**config.mk**
```make
export PLATFORM = sky130hd
export DESIGN_NAME = tcdm_downcast
export DESIGN_NICKNAME = d
export VERILOG_FILES = /design/src/rtl/tcdm_downcast.sv
export SDC_FILE = /design/constraint.sdc
export NUM_CORES = 1
export LEC_CHECK = 0
export BUFFER_PORTS_ARGS = -buffer_cell sky130_fd_sc_hd__clkbuf_2
export CORE_AREA = 2 2 149 151
export CTS_CLUSTER_SIZE = 25
export DETAILED_ROUTE_END_ITERATION = 16
export DIE_AREA = 0 0 151 153
export GPL_TIMING_DRIVEN = 0
export PLACE_DENSITY_LB_ADDON = 0.25
export SLEW_MARGIN = 20
export SYNTH_ARGS = -nofsm -noshare
export SYNTH_HDL_FRONTEND = slang
export SYNTH_SLANG_ARGS = --single-unit
```
**constraint.sdc**
```tcl
create_clock -name clk_i -period 6.1 [get_ports clk_i]
set_input_delay 1.22 -clock clk_i [delete_from_list [all_inputs] [get_ports clk_i]]
set_output_delay 1.22 -clock clk_i [all_outputs]
set_load 0.01 [all_outputs]
```
**src/rtl/tcdm_downcast.sv**
```systemverilog
// -----------------------------------------------------------------------------
// tcdm_downcast
//   Width adapter from a wide TCDM initiator to a narrow TCDM target. It
//   accepts one wide request at a time and replays it as a series of narrow
//   beats. For reads it collects the narrow responses into one wide response.
//
// Optional feature macro: TCDM_DOWNCAST_SKIP_EMPTY_EN
//   Defined   : beats whose byte-enable slice is all zero are not issued, and
//               their read lanes return 0.
//   Undefined : all N beats are always issued in order 0..N-1.
//
// Ports
//   clk_i, reset_i            clock, synchronous active-high reset
//   tcdm_master_*             wide side (this block is the target)
//     req_i/gnt_o             request handshake (gnt_o high only in IDLE)
//     addr_i/wen_i/data_i/be_i request fields (wen=1 write, wen=0 read)
//     r_data_o/r_valid_o/r_ready_i  read response channel
//   tcdm_slave_*              narrow side (this block is the initiator)
//     req_o/gnt_i             per-beat request handshake
//     addr_o/wen_o/data_o/be_o beat fields
//     r_data_i/r_valid_i/r_ready_o  narrow read responses, in issue order
// -----------------------------------------------------------------------------
module tcdm_downcast #(
  parameter int unsigned WIDE_WIDTH   = 64,
  parameter int unsigned NARROW_WIDTH = 16,
  parameter int unsigned ADDR_WIDTH   = 32
) (
  input  logic                      clk_i,
  input  logic                      reset_i,
  // wide initiator-facing port
  input  logic                      tcdm_master_req_i,
  output logic                      tcdm_master_gnt_o,
  input  logic [ADDR_WIDTH-1:0]     tcdm_master_addr_i,
  input  logic                      tcdm_master_wen_i,
  input  logic [WIDE_WIDTH-1:0]     tcdm_master_data_i,
  input  logic [WIDE_WIDTH/8-1:0]   tcdm_master_be_i,
  output logic [WIDE_WIDTH-1:0]     tcdm_master_r_data_o,
  output logic                      tcdm_master_r_valid_o,
  input  logic                      tcdm_master_r_ready_i,
  // narrow target-facing port
  output logic                      tcdm_slave_req_o,
  input  logic                      tcdm_slave_gnt_i,
  output logic [ADDR_WIDTH-1:0]     tcdm_slave_addr_o,
  output logic                      tcdm_slave_wen_o,
  output logic [NARROW_WIDTH-1:0]   tcdm_slave_data_o,
  output logic [NARROW_WIDTH/8-1:0] tcdm_slave_be_o,
  input  logic [NARROW_WIDTH-1:0]   tcdm_slave_r_data_i,
  input  logic                      tcdm_slave_r_valid_i,
  output logic                      tcdm_slave_r_ready_o
);

  localparam int unsigned N  = WIDE_WIDTH / NARROW_WIDTH;
  localparam int unsigned NB = NARROW_WIDTH / 8;
  localparam int unsigned WB = WIDE_WIDTH / 8;
  localparam int unsigned LW = (N > 1) ? $clog2(N) : 1;
  // Beat indices carry one extra bit so the value N can mean "no more beats".
  localparam int unsigned IW = LW + 1;
  localparam logic [IW-1:0] IDX_END = IW'(N);

  if (N < 2) begin : g_err_ratio
    $error("tcdm_downcast: WIDE_WIDTH/NARROW_WIDTH must be at least 2");
  end
  if ((N & (N - 1)) != 0) begin : g_err_pow2
    $error("tcdm_downcast: WIDE_WIDTH/NARROW_WIDTH must be a power of two");
  end
  if ((NARROW_WIDTH % 8) != 0) begin : g_err_bytes
    $error("tcdm_downcast: NARROW_WIDTH must be a multiple of 8");
  end

  typedef enum logic [1:0] {IDLE, ISSUE, WAIT_R, RESP} state_e;

  state_e                  state_q, state_d;
  logic [IW-1:0]           issue_idx_q, issue_idx_d;
  logic [IW-1:0]           resp_idx_q, resp_idx_d;
  logic [N-1:0]            mask_q, mask_d;
  logic [WIDE_WIDTH-1:0]   buf_q, buf_d;
  logic [ADDR_WIDTH-1:0]   addr_q, addr_d;
  logic                    wen_q, wen_d;
  logic [WIDE_WIDTH-1:0]   data_q, data_d;
  logic [WB-1:0]           be_q, be_d;

  logic [IW-1:0]           first_idx;
  logic [IW-1:0]           nxt_issue;
  logic [LW-1:0]           issue_lane;
  logic [LW-1:0]           resp_lane;

  // Lowest enabled beat at or above 'from'; IDX_END when none is left.
  function automatic logic [IW-1:0] next_en(input logic [N-1:0] m,
                                            input logic [IW-1:0] from);
    logic [IW-1:0] r;
    r = IDX_END;
    for (int k = N - 1; k >= 0; k--) begin
      if (m[k] && (k >= int'(from))) r = IW'(k);
    end
    return r;
  endfunction

`ifdef TCDM_DOWNCAST_SKIP_EMPTY_EN
  function automatic logic [N-1:0] beat_mask(input logic [WB-1:0] be);
    logic [N-1:0] m;
    for (int k = 0; k < N; k++) m[k] = |be[k*NB +: NB];
    return m;
  endfunction
`endif

  assign issue_lane = issue_idx_q[LW-1:0];
  assign resp_lane  = resp_idx_q[LW-1:0];

  always_comb begin
    state_d     = state_q;
    issue_idx_d = issue_idx_q;
    resp_idx_d  = resp_idx_q;
    mask_d      = mask_q;
    buf_d       = buf_q;
    addr_d      = addr_q;
    wen_d       = wen_q;
    data_d      = data_q;
    be_d        = be_q;
    first_idx   = IDX_END;
    nxt_issue   = IDX_END;

    tcdm_master_gnt_o     = 1'b0;
    tcdm_master_r_valid_o = 1'b0;
    tcdm_master_r_data_o  = '0;
    tcdm_slave_req_o      = 1'b0;
    tcdm_slave_addr_o     = '0;
    tcdm_slave_wen_o      = 1'b0;
    tcdm_slave_data_o     = '0;
    tcdm_slave_be_o       = '0;
    tcdm_slave_r_ready_o  = 1'b0;

    // Response collection runs alongside issuing, so a grant for the last
    // beat and a response for an earlier beat in one cycle are both taken.
    if ((state_q == ISSUE) || (state_q == WAIT_R)) begin
      tcdm_slave_r_ready_o = 1'b1;
      if (!wen_q && tcdm_slave_r_valid_i && (resp_idx_q != IDX_END)) begin
        buf_d[32'(resp_lane)*NARROW_WIDTH +: NARROW_WIDTH] = tcdm_slave_r_data_i;
        resp_idx_d = next_en(mask_q, resp_idx_q + IW'(1));
      end
    end

    case (state_q)
      IDLE: begin
        tcdm_master_gnt_o = 1'b1;
        if (tcdm_master_req_i) begin
          addr_d = tcdm_master_addr_i & ~ADDR_WIDTH'(WB - 1);
          wen_d  = tcdm_master_wen_i;
          data_d = tcdm_master_data_i;
          be_d   = tcdm_master_be_i;
`ifdef TCDM_DOWNCAST_SKIP_EMPTY_EN
          mask_d = beat_mask(tcdm_master_be_i);
`else
          mask_d = '1;
`endif
          buf_d       = '0;
          first_idx   = next_en(mask_d, '0);
          issue_idx_d = first_idx;
          resp_idx_d  = first_idx;
          // An empty write completes on acceptance; an empty read answers 0.
          if (first_idx != IDX_END)  state_d = ISSUE;
          else if (!tcdm_master_wen_i) state_d = RESP;
        end
      end
      ISSUE: begin
        tcdm_slave_req_o  = 1'b1;
        tcdm_slave_addr_o = addr_q + ADDR_WIDTH'(32'(issue_lane) * NB);
        tcdm_slave_wen_o  = wen_q;
        tcdm_slave_data_o = data_q[32'(issue_lane)*NARROW_WIDTH +: NARROW_WIDTH];
        tcdm_slave_be_o   = be_q[32'(issue_lane)*NB +: NB];
        if (tcdm_slave_gnt_i) begin
          nxt_issue = next_en(mask_q, issue_idx_q + IW'(1));
          if (nxt_issue != IDX_END) begin
            issue_idx_d = nxt_issue;
          end else begin
            issue_idx_d = IDX_END;
            if (wen_q)                     state_d = IDLE;
            else if (resp_idx_d == IDX_END) state_d = RESP;
            else                           state_d = WAIT_R;
          end
        end
      end
      WAIT_R: begin
        if (resp_idx_d == IDX_END) state_d = RESP;
      end
      RESP: begin
        tcdm_master_r_valid_o = 1'b1;
        tcdm_master_r_data_o  = buf_q;
        if (tcdm_master_r_ready_i) state_d = IDLE;
      end
      default: state_d = IDLE;
    endcase
  end

  // Control state and the response buffer are cleared by reset.
  always_ff @(posedge clk_i) begin
    if (reset_i) begin
      state_q     <= IDLE;
      issue_idx_q <= '0;
      resp_idx_q  <= '0;
      mask_q      <= '0;
      buf_q       <= '0;
    end else begin
      state_q     <= state_d;
      issue_idx_q <= issue_idx_d;
      resp_idx_q  <= resp_idx_d;
      mask_q      <= mask_d;
      buf_q       <= buf_d;
    end
  end

  // Request holding registers only load in IDLE and never reach an output
  // outside ISSUE, so they need no reset.
  always_ff @(posedge clk_i) begin
    addr_q <= addr_d;
    wen_q  <= wen_d;
    data_q <= data_d;
    be_q   <= be_d;
  end

endmodule

```
Word level (Yosys, flattened, before mapping)

Index checks and enable logic that the tools add are counted.
W data, S select, Z words.

$add $sub $neg: 4
Order comparisons: 8
Equality and inequality tests: 13
Shifts and indexed selects: 4
Multiplexer cells: 44
Reductions and logical operators: 17

Operators by type and width:

| kind                       | count |
|---|---|
| $mux W64                   | 5 |
| $bwmux W64                 | 1 |
| $shift A16 B34 Y64 const A | 1 |
| $shiftx A16 B34 Y64        | 1 |
| $shiftx A64 B7 Y16         | 1 |
| $mux W3                    | 19 |
| $neg A6 Y34                | 1 |
| $add A32 B3 Y32            | 1 |
| $mux W32                   | 1 |
| $mux W2                    | 9 |
| $mux W16                   | 1 |
| $ge A1 B3 Y1 const A       | 4 |
| $ge A2 B3 Y1 const A       | 4 |
| $ne A3 B3 Y1 const B       | 4 |
| $logic_and A1 B1 Y1        | 10 |
| $ne A2 B2 Y1 const B       | 4 |
| $pmux W2 S4                | 1 |
| $shiftx A8 B4 Y2           | 1 |
| $add A3 B1 Y3 const B      | 2 |
| $mux W1                    | 6 |
| $pmux W3 S2                | 1 |
| $reduce_and A6 Y1          | 1 |
| $eq A2 B2 Y1 const B       | 2 |
| $eq A3 B3 Y1 const B       | 1 |
| 8 further kinds            | 8 |

Register bits: 175
Input bits: 127
Output and inout port bits: 119
Word-level logic and storage cells: 99

Logic depth before layout (Yosys ltp)

Gate-level depths: netlist (run 1).

Depth in word-level cells: 15
Mapped depth: 11
Mapped depth without buffers: 7

Worst setup path after synthesis (run 1)

No wires, ideal clock.

Path kind: input -> register
From: in tcdm_master_req_i
To: reg buf_q[31]
Setup time: 0.132 ns
Arrival: 4.721 ns
Required time: 5.968 ns
Path slack: 1.247 ns
Cell stages on the path: 6
Path buffers: 3
Path through: and2_1 -> or2_2 -> clkbuf_1 -> clkbuf_1 -> buf_1 -> a21oi_1

Word-level cells in the longest chain between the ends: 2

RTL lines:

| element              | line | text |
|---|---|---|
| from (decl)          | 31   | `input logic tcdm_master_req_i,` |
| $mux W64             | 145  | `if (tcdm_master_req_i) begin` |
| $mux W64             | 142  | `case (state_q)` |
| to (signal assigned) | 207  | `buf_q <= buf_d;` |
| to (decl)            | 76   | `logic [WIDE_WIDTH-1:0] buf_q, buf_d;` |

Every way passes these cells.
A chain may end at the register's enable or synchronous reset.

==> results of run 1 <==
## flip-flops by register name, indices dropped and copies added, names as in the netlist, named ones only
signal	cells
resp_idx_q	3
addr_q	29
state_q	1
mask_q	1
buf_q	64
data_q	64
be_q	8
wen_q	1
issue_idx_q	3
## worst max path at each step
stage / to / slack, ps / cells past startpoint
floorplan: buf_q[31]$_SDFF_PP0_ / 1250 / 6
global placement: buf_q[40]$_SDFF_PP0_ / -300 / 7
detailed placement: buf_q[37]$_SDFF_PP0_ / 2690 / 7
CTS: tcdm_master_r_data_o[53] / 2450 / 5
global route: tcdm_master_r_data_o[52] / 2310 / 5
finish: tcdm_master_r_data_o[61] / 2490 / 5
## layout make-up
cell class | count | area share, %
clock buffers | 18 | 4.49
flip-flops and latches | 175 | 47.4
repair buffers | 242 | 12.9
clock inverters | 14 | 1.59
multi-input cells | 414 | 27.6
well taps | 280 | 3.67
plain buffers | 47 | 2.07
inverters | 7 | 0.275
## worst register-to-register path, delay by kind of cell, from the launching register on
kind | cells | cell delay [ps]
AOI/OAI and AO/OA | 1 | 70
DFF | 1 | 350
adders and majority gates | 1 | 290
buffers and inverters | 4 | 1170
and+or+nand+nor | 2 | 840
## through the flow
stage | setup TNS, ps | power, mW | cell area, sq um
finish | 0 | 2.94 | 9550
global route | 0 | 3.08 | 9550
CTS | 0 | 2.97 | 9550
detailed placement | 0 | 1.90 | 8970
global placement | -8360 | 1.90 | 8940
floorplan | 0 | 1.70 | 7380
## power by group
group	total [mW]	switching (mW)	leakage [nW]	internal, mW
Sequential	1.41	0.0292	1.57	1.38
Clock	1.07	0.495	0.271	0.578
Combinational	0.455	0.275	1.90	0.180
Total	2.94	0.799	3.74	2.14
## synthesized netlist by cell type (2+ instances only)
library cell                 n
sky130_fd_sc_hd__dfxtp_1    73
sky130_fd_sc_hd__ha_1       13
sky130_fd_sc_hd__or4_1       2
sky130_fd_sc_hd__nor2_1      5
sky130_fd_sc_hd__nand2_1    71
sky130_fd_sc_hd__buf_1       3
sky130_fd_sc_hd__edfxtp_1  102
sky130_fd_sc_hd__o21a_1      2
sky130_fd_sc_hd__mux4_2     18
sky130_fd_sc_hd__nand2b_1    6
sky130_fd_sc_hd__nand3_1    66
sky130_fd_sc_hd__o21ai_0     8
sky130_fd_sc_hd__buf_2       8
sky130_fd_sc_hd__inv_1       7
sky130_fd_sc_hd__nor3_1      2
sky130_fd_sc_hd__nor3b_1     3
sky130_fd_sc_hd__nor2b_1     4
sky130_fd_sc_hd__a21oi_1    72
sky130_fd_sc_hd__o211ai_1    2
sky130_fd_sc_hd__clkbuf_1   34
sky130_fd_sc_hd__and2_1    117
sky130_fd_sc_hd__nand4_1     3
## cells by family (layout without fill, tap and decap cells)
logic type / count (synthesis) / after routing / share of synthesized area, %
buf+inv: 54 / 328 / 3.03
fa+ha+maj: 13 / 13 / 2.20
mux: 19 / 19 / 5.64
flops: 175 / 175 / 61.3
xor+xnor: 1 / 1 / 0.119
compound gates: 95 / 95 / 7.10
simple gates: 285 / 285 / 20.6
other cells: 1 / 1 / 0.0508
## per-layer routing
metal | wire, um | GRT usage [%] | up-vias
li1 | - | - | 2784
met1 | 8230 | 22.3 | 2667
met2 | 9250 | 27.7 | 198
met3 | 1460 | 3.97 | 35
met4 | 682 | 7.70 | 0
met5 | 0 | 0 | -
==> key figures, run 1 <==
STA
  • Least-Margin Pin Slew: 982 ps
  • Max-Slew Margin vs Limit: 34.4%
  • Unrepaired setup endpoints after global routing: no
  • F_max: 277 MHz
  • Number of slew-limit violations in the final report: 0
  • Final number of setup-violating endpoints: 0
  • Count of final hold-check violations: 0
  • Post-route clock skew: 9.78 ps
  • Hold Worst Slack: 447 ps
  • Setup slack of the critical path after layout: 2490 ps
  • Final worst path period share: 59.2%
  • Post-layout min period: 3610 ps

Global route
  • Combined global-route utilization of all metal layers: 17.3%
  • Antenna violations before repair: 0
  • Wire length of the first global-routing pass: 30500 um
  • Remaining Overflow, GRT: 0
  • Vias in the first global route: 5529
  • Pin count of the biggest net entering global routing: 57

Setup path
  • Endpoint of the lowest-slack register-to-register path: buf_q[36]$_SDFF_PP0_
  • Slowest Stage Delay on Critical Path: 480 ps
  • Kind of end point of the critical path: output pin
  • Setup slack on the worst flop-to-flop path: 3240 ps
  • Worst Reg2Reg Path Length in Cells: 8
  • Largest fanout of any net on the critical path: 10
  • Kind of cell adding the most delay to the critical path: buffers and inverters
  • Critical Path RT: 4880 ps
  • Cell seen most often among critical-path stages: sky130_fd_sc_hd__clkbuf_1
  • Type of the setup path with the least slack: flop to output pin
  • Data arrival time at the worst-slack endpoint: 2390 ps
  • Crit path cell chain: ha_1, clkbuf_1, clkbuf_1, and2_1, clkbuf_2
  • FF-to-FF Start: state_q[0]$_SDFFE_PP0P_
  • Number of buffers and inverters on the critical path: 3
  • Slowest stage cell on the critical path: sky130_fd_sc_hd__clkbuf_1
  • Setup crit start kind: flop

Clock tree
  • Clock Path Buffers: 2
  • CTS Root Buffer Type: sky130_fd_sc_hd__clkbuf_16
  • TritonCTS Sinks: 175
  • Number of gates resized after cts: 0
  • Hold-fix buffers, CTS: 0
  • Clock input transition at the sequential cells of the worst setup and hold paths: 70 ps
  • Postcts setup bufs: 0
  • TritonCTS clock tree: done
  • H-tree lvl count: 4
  • Cts bufs inserted: 17
  • Clock insertion delay at the later pin of the skew report: 430 ps

Worst hold path
  • Number of instances on the worst hold path: 2
  • Type of the worst min-delay path: flop to flop
  • Launch instance of the worst min-delay path: buf_q[62]$_SDFF_PP0_
  • Hold worst-path end: buf_q[62]$_SDFF_PP0_

Synth
  • Synth Cell Area: 7380 sq um
  • Synth top area share: 41.5%
  • Largest area contributor in the netlist: sky130_fd_sc_hd__edfxtp_1
  • Number of synthesized register bits: 175
  • Largest cells by area after synthesis: sky130_fd_sc_hd__edfxtp_1 41%, sky130_fd_sc_hd__dfxtp_1 20%, sky130_fd_sc_hd__and2_1 9.9%
  • Yosys cell types: 44
  • Post-synth net total: 783
  • Sequential share of the synthesized area: 61.3%
  • Mapped Avg Cell Area: 11.5 sq um
  • Synthesis Warnings: 0
  • Most used DFF post-synth: sky130_fd_sc_hd__edfxtp_1
  • Number of cells produced by synthesis: 643
  • Number of flops mapped to enable cells by yosys: 102
  • Async set-reset flop share out of synthesis: 0%

Placed design
  • Inst Count DP: 1165
  • Weighted congestion reported at the end of routability-driven placement: 0.785
  • Port-buffer cells: 241
  • Worst setup slack before clock tree synthesis: 2690 ps
  • Half-perimeter wire length of the detailed placement result: 14500 um

Power and ir drop
  • Maximum vdd ir drop: 0.178 mV
  • LEAKAGE: 3.74 nW
  • Total power per unit cell area: 308 nW/um^2

Drt
  • Antenna-violating nets left: 0
  • Routed wire length: 19600 um
  • Number of vias per cell after detailed routing: 4.75
  • DR WL/cell: 16.4 um
  • Number of detailed-route iterations in the first pass: 4
  • First DRT Iteration DRCs: 347
  • Vias: 5684
  • DRC errors left: 0

Layout
  • Fin cells: 1197
  • Sequential Area: 4520 sq um
  • Post-Route Utilization: 44.5%
  • Highest-count cells in the layout ignoring fill and taps: 241 x sky130_fd_sc_hd__clkbuf_2, 116 x sky130_fd_sc_hd__and2_1, 102 x sky130_fd_sc_hd__edfxtp_1
  • Layout net count: 1044
  • Area occupied by multi-input gates: 2640 sq um
  • Fill cell count: 2078
  • Most frequent standard cell in the layout excluding fill and tap cells: sky130_fd_sc_hd__clkbuf_2
  • N_diodes: 0
  • Ratio of cells with drive above 1 in the final layout: 33.4%
  • Relative area change from synthesis to final layout: 29.4%

Outcome
  • Result of the run: complete, no violations

Die
  • Initial core utilization: 34.4%
  • FP Rows: 54
  • Core area: 21500 sq um
  • Overall die area: 23100 sq um
  • I/O pins: 246
  • Die H: 153 um
  • Horizontal die dimension: 151 um

Flow run
  • # Max-Cap Violations: 0
Note: power is estimated with default switching activity, not from simulation.
==> inputs of run 2 (changes only) <==
==> constraint.sdc (replaced) <==
create_clock -name clk_i -period 3.6 [get_ports clk_i]
set_input_delay 0.72 -clock clk_i [delete_from_list [all_inputs] [get_ports clk_i]]
set_output_delay 0.72 -clock clk_i [all_outputs]
set_load 0.01 [all_outputs]
==> key figures, run 2 (same netlist as run 1, synthesis figures left out) <==
Outcome
  • Result of the run: complete, no violations

Drt
  • DR WL/cell: 16.2 um
  • Number of detailed-route iterations in the first pass: 6
  • Met2 wire length: 9220 um
  • DRC errors left: 0
  • Routed wire length: 19500 um
  • Vias: 5689
  • Antenna-violating nets left: 0
  • Number of vias per cell after detailed routing: 4.75
  • Top layer used by detailed routing: met4
  • First DRT Iteration DRCs: 353
  • Length of routed wiring on met1: 8230 um
  • Total met3 wirelength after detailed routing: 1510 um

Die
  • FP Rows: 54
  • I/O pins: 246
  • Core area: 21500 sq um
  • Die H: 153 um
  • Horizontal die dimension: 151 um
  • Overall die area: 23100 sq um
  • Initial core utilization: 34.4%

Setup path
  • Crit path cell chain: inv_1, ha_1, clkbuf_1, clkbuf_1, and2_1, clkbuf_2
  • Cell seen most often among critical-path stages: sky130_fd_sc_hd__clkbuf_1
  • Critical Path RT: 2880 ps
  • Kind of cell adding the most delay to the critical path: buffers and inverters
  • Number of buffers and inverters on the critical path: 4
  • Data arrival time at the worst-slack endpoint: 2380 ps
  • Kind of end point of the critical path: output pin
  • Slowest Stage Delay on Critical Path: 520 ps
  • Largest fanout of any net on the critical path: 10
  • Type of the setup path with the least slack: flop to output pin
  • Setup crit start kind: flop
  • Slowest stage cell on the critical path: sky130_fd_sc_hd__clkbuf_1

Clock tree
  • Hold-fix buffers, CTS: 0
  • CTS Root Buffer Type: sky130_fd_sc_hd__clkbuf_16
  • TritonCTS clock tree: done
  • Clock Path Buffers: 2
  • TritonCTS Sinks: 175
  • Clock insertion delay at the later pin of the skew report: 440 ps
  • Clock input transition at the sequential cells of the worst setup and hold paths: 70 ps
  • Cts bufs inserted: 17
  • H-tree lvl count: 4
  • Postcts setup bufs: 0
  • Number of gates resized after cts: 0

STA
  • F_max: 323 MHz
  • Least-Margin Pin Slew: 936 ps
  • Post-layout min period: 3100 ps
  • Count of final hold-check violations: 0
  • Final number of setup-violating endpoints: 0
  • Max-Slew Margin vs Limit: 37.4%
  • Number of slew-limit violations in the final report: 0
  • Unrepaired setup endpoints after global routing: no
  • Final worst path period share: 86.1%
  • Post-route clock skew: 15.8 ps

Worst hold path
  • Type of the worst min-delay path: flop to flop

Global route
  • Remaining Overflow, GRT: 0
  • Pin count of the biggest net entering global routing: 51
  • Vias in the first global route: 5637
  • Wire length of the first global-routing pass: 30300 um
  • Combined global-route utilization of all metal layers: 17.2%
  • Antenna violations before repair: 0

Placed design
  • Port-buffer cells: 241
  • Area of placed instances: 8990 sq um
  • Weighted congestion reported at the end of routability-driven placement: 0.787
  • Half-perimeter wire length of the detailed placement result: 14400 um

Layout
  • N_diodes: 0
  • Relative area change from synthesis to final layout: 29.5%
  • Post-route cell area: 9560 sq um
  • Highest-count cells in the layout ignoring fill and taps: 241 x sky130_fd_sc_hd__clkbuf_2, 116 x sky130_fd_sc_hd__and2_1, 102 x sky130_fd_sc_hd__edfxtp_1
  • Fill cell count: 2062
  • Largest registers: buf_q (64), data_q (64), addr_q (29)
  • Layout net count: 1045
  • Most frequent standard cell in the layout excluding fill and tap cells: sky130_fd_sc_hd__clkbuf_2
  • Ratio of cells with drive above 1 in the final layout: 33.7%
  • Post-Route Utilization: 44.5%

Power and ir drop
  • Total power per unit cell area: 520 nW/um^2
  • LEAKAGE: 3.76 nW
  • Maximum vdd ir drop: 0.302 mV

Flow run
  • # Max-Cap Violations: 0
[run 2: changes by cell type in the layout (fill, tap and decap cells not counted)]
cell,before,now
sky130_fd_sc_hd__buf_12,0,1
sky130_fd_sc_hd__bufinv_16,1,0
sky130_fd_sc_hd__clkbuf_1,35,34
sky130_fd_sc_hd__clkinv_1,1,0
sky130_fd_sc_hd__clkinv_2,0,1
sky130_fd_sc_hd__clkinv_4,1,4
sky130_fd_sc_hd__clkinvlp_2,0,1
sky130_fd_sc_hd__clkinvlp_4,4,1
sky130_fd_sc_hd__inv_6,2,1
sky130_fd_sc_hd__inv_8,4,6
[run 2: path summary, 6_finish.rpt]
path / start / end / slack, ps / cells after the start
min reg2reg: buf_q[52]$_SDFF_PP0_ / buf_q[52]$_SDFF_PP0_ / 450 / 2
min: buf_q[52]$_SDFF_PP0_ / buf_q[52]$_SDFF_PP0_ / 450 / 2
max reg2reg: resp_idx_q[0]$_SDFF_PP0_ / buf_q[43]$_SDFF_PP0_ / 830 / 8
max: flop / tcdm_slave_data_o[15] / 500 / 6
[run 2: layout make-up]
class	instances	area [sq um]	area share (%)
timing repair buffer	243	1250	13.1
tap	280	350	3.66
multi-input combinational	414	2640	27.6
sequential	175	4520	47.3
buffer	47	198	2.07
clock inverter	15	145	1.52
inverter	7	26.3	0.275
clock buffer	17	425	4.45
[run 2: worst reg2reg max path: cells and delay by family (launching register included)]
family                     cells  cell delay (ps)
DFF                            1              380
and+or+nand+nor                2              920
AOI/OAI and AO/OA              1              160
adders and majority gates      1              300
buffers and inverters          4              960
[run 2: power by group]
| part | switching, mW | internal [mW] | total, mW |
|---|---|---|---|
| Sequential | 0.0486 | 2.34 | 2.39 |
| Combinational | 0.468 | 0.315 | 0.783 |
| Clock | 0.877 | 0.920 | 1.80 |
| Total | 1.39 | 3.58 | 4.97 |
[run 2: layer usage]
metal / vias to the layer above / GRT usage [%]
met5: - / 0
met4: 0 / 6.59
met3: 33 / 4.72
met2: 216 / 27.6
met1: 2661 / 22.1
li1: 2779 / -
[run 2: through the flow]
step / setup slack (ps) / power (mW) / std cells / setup TNS (ps) / hold WS (ps)
2_1_floorplan: 354 / 2.87 / 643 / 0 / 427
3_3_place_gp: -634 / 3.21 / 1164 / -26230 / 436
3_5_place_dp: 874 / 3.23 / 1166 / 0 / 439
4_1_cts: 408 / 5.04 / 1198 / 0 / 436
5_1_grt: 245 / 5.21 / 1198 / 0 / 426
6_report: 501 / 4.97 / 1198 / 0 / 447
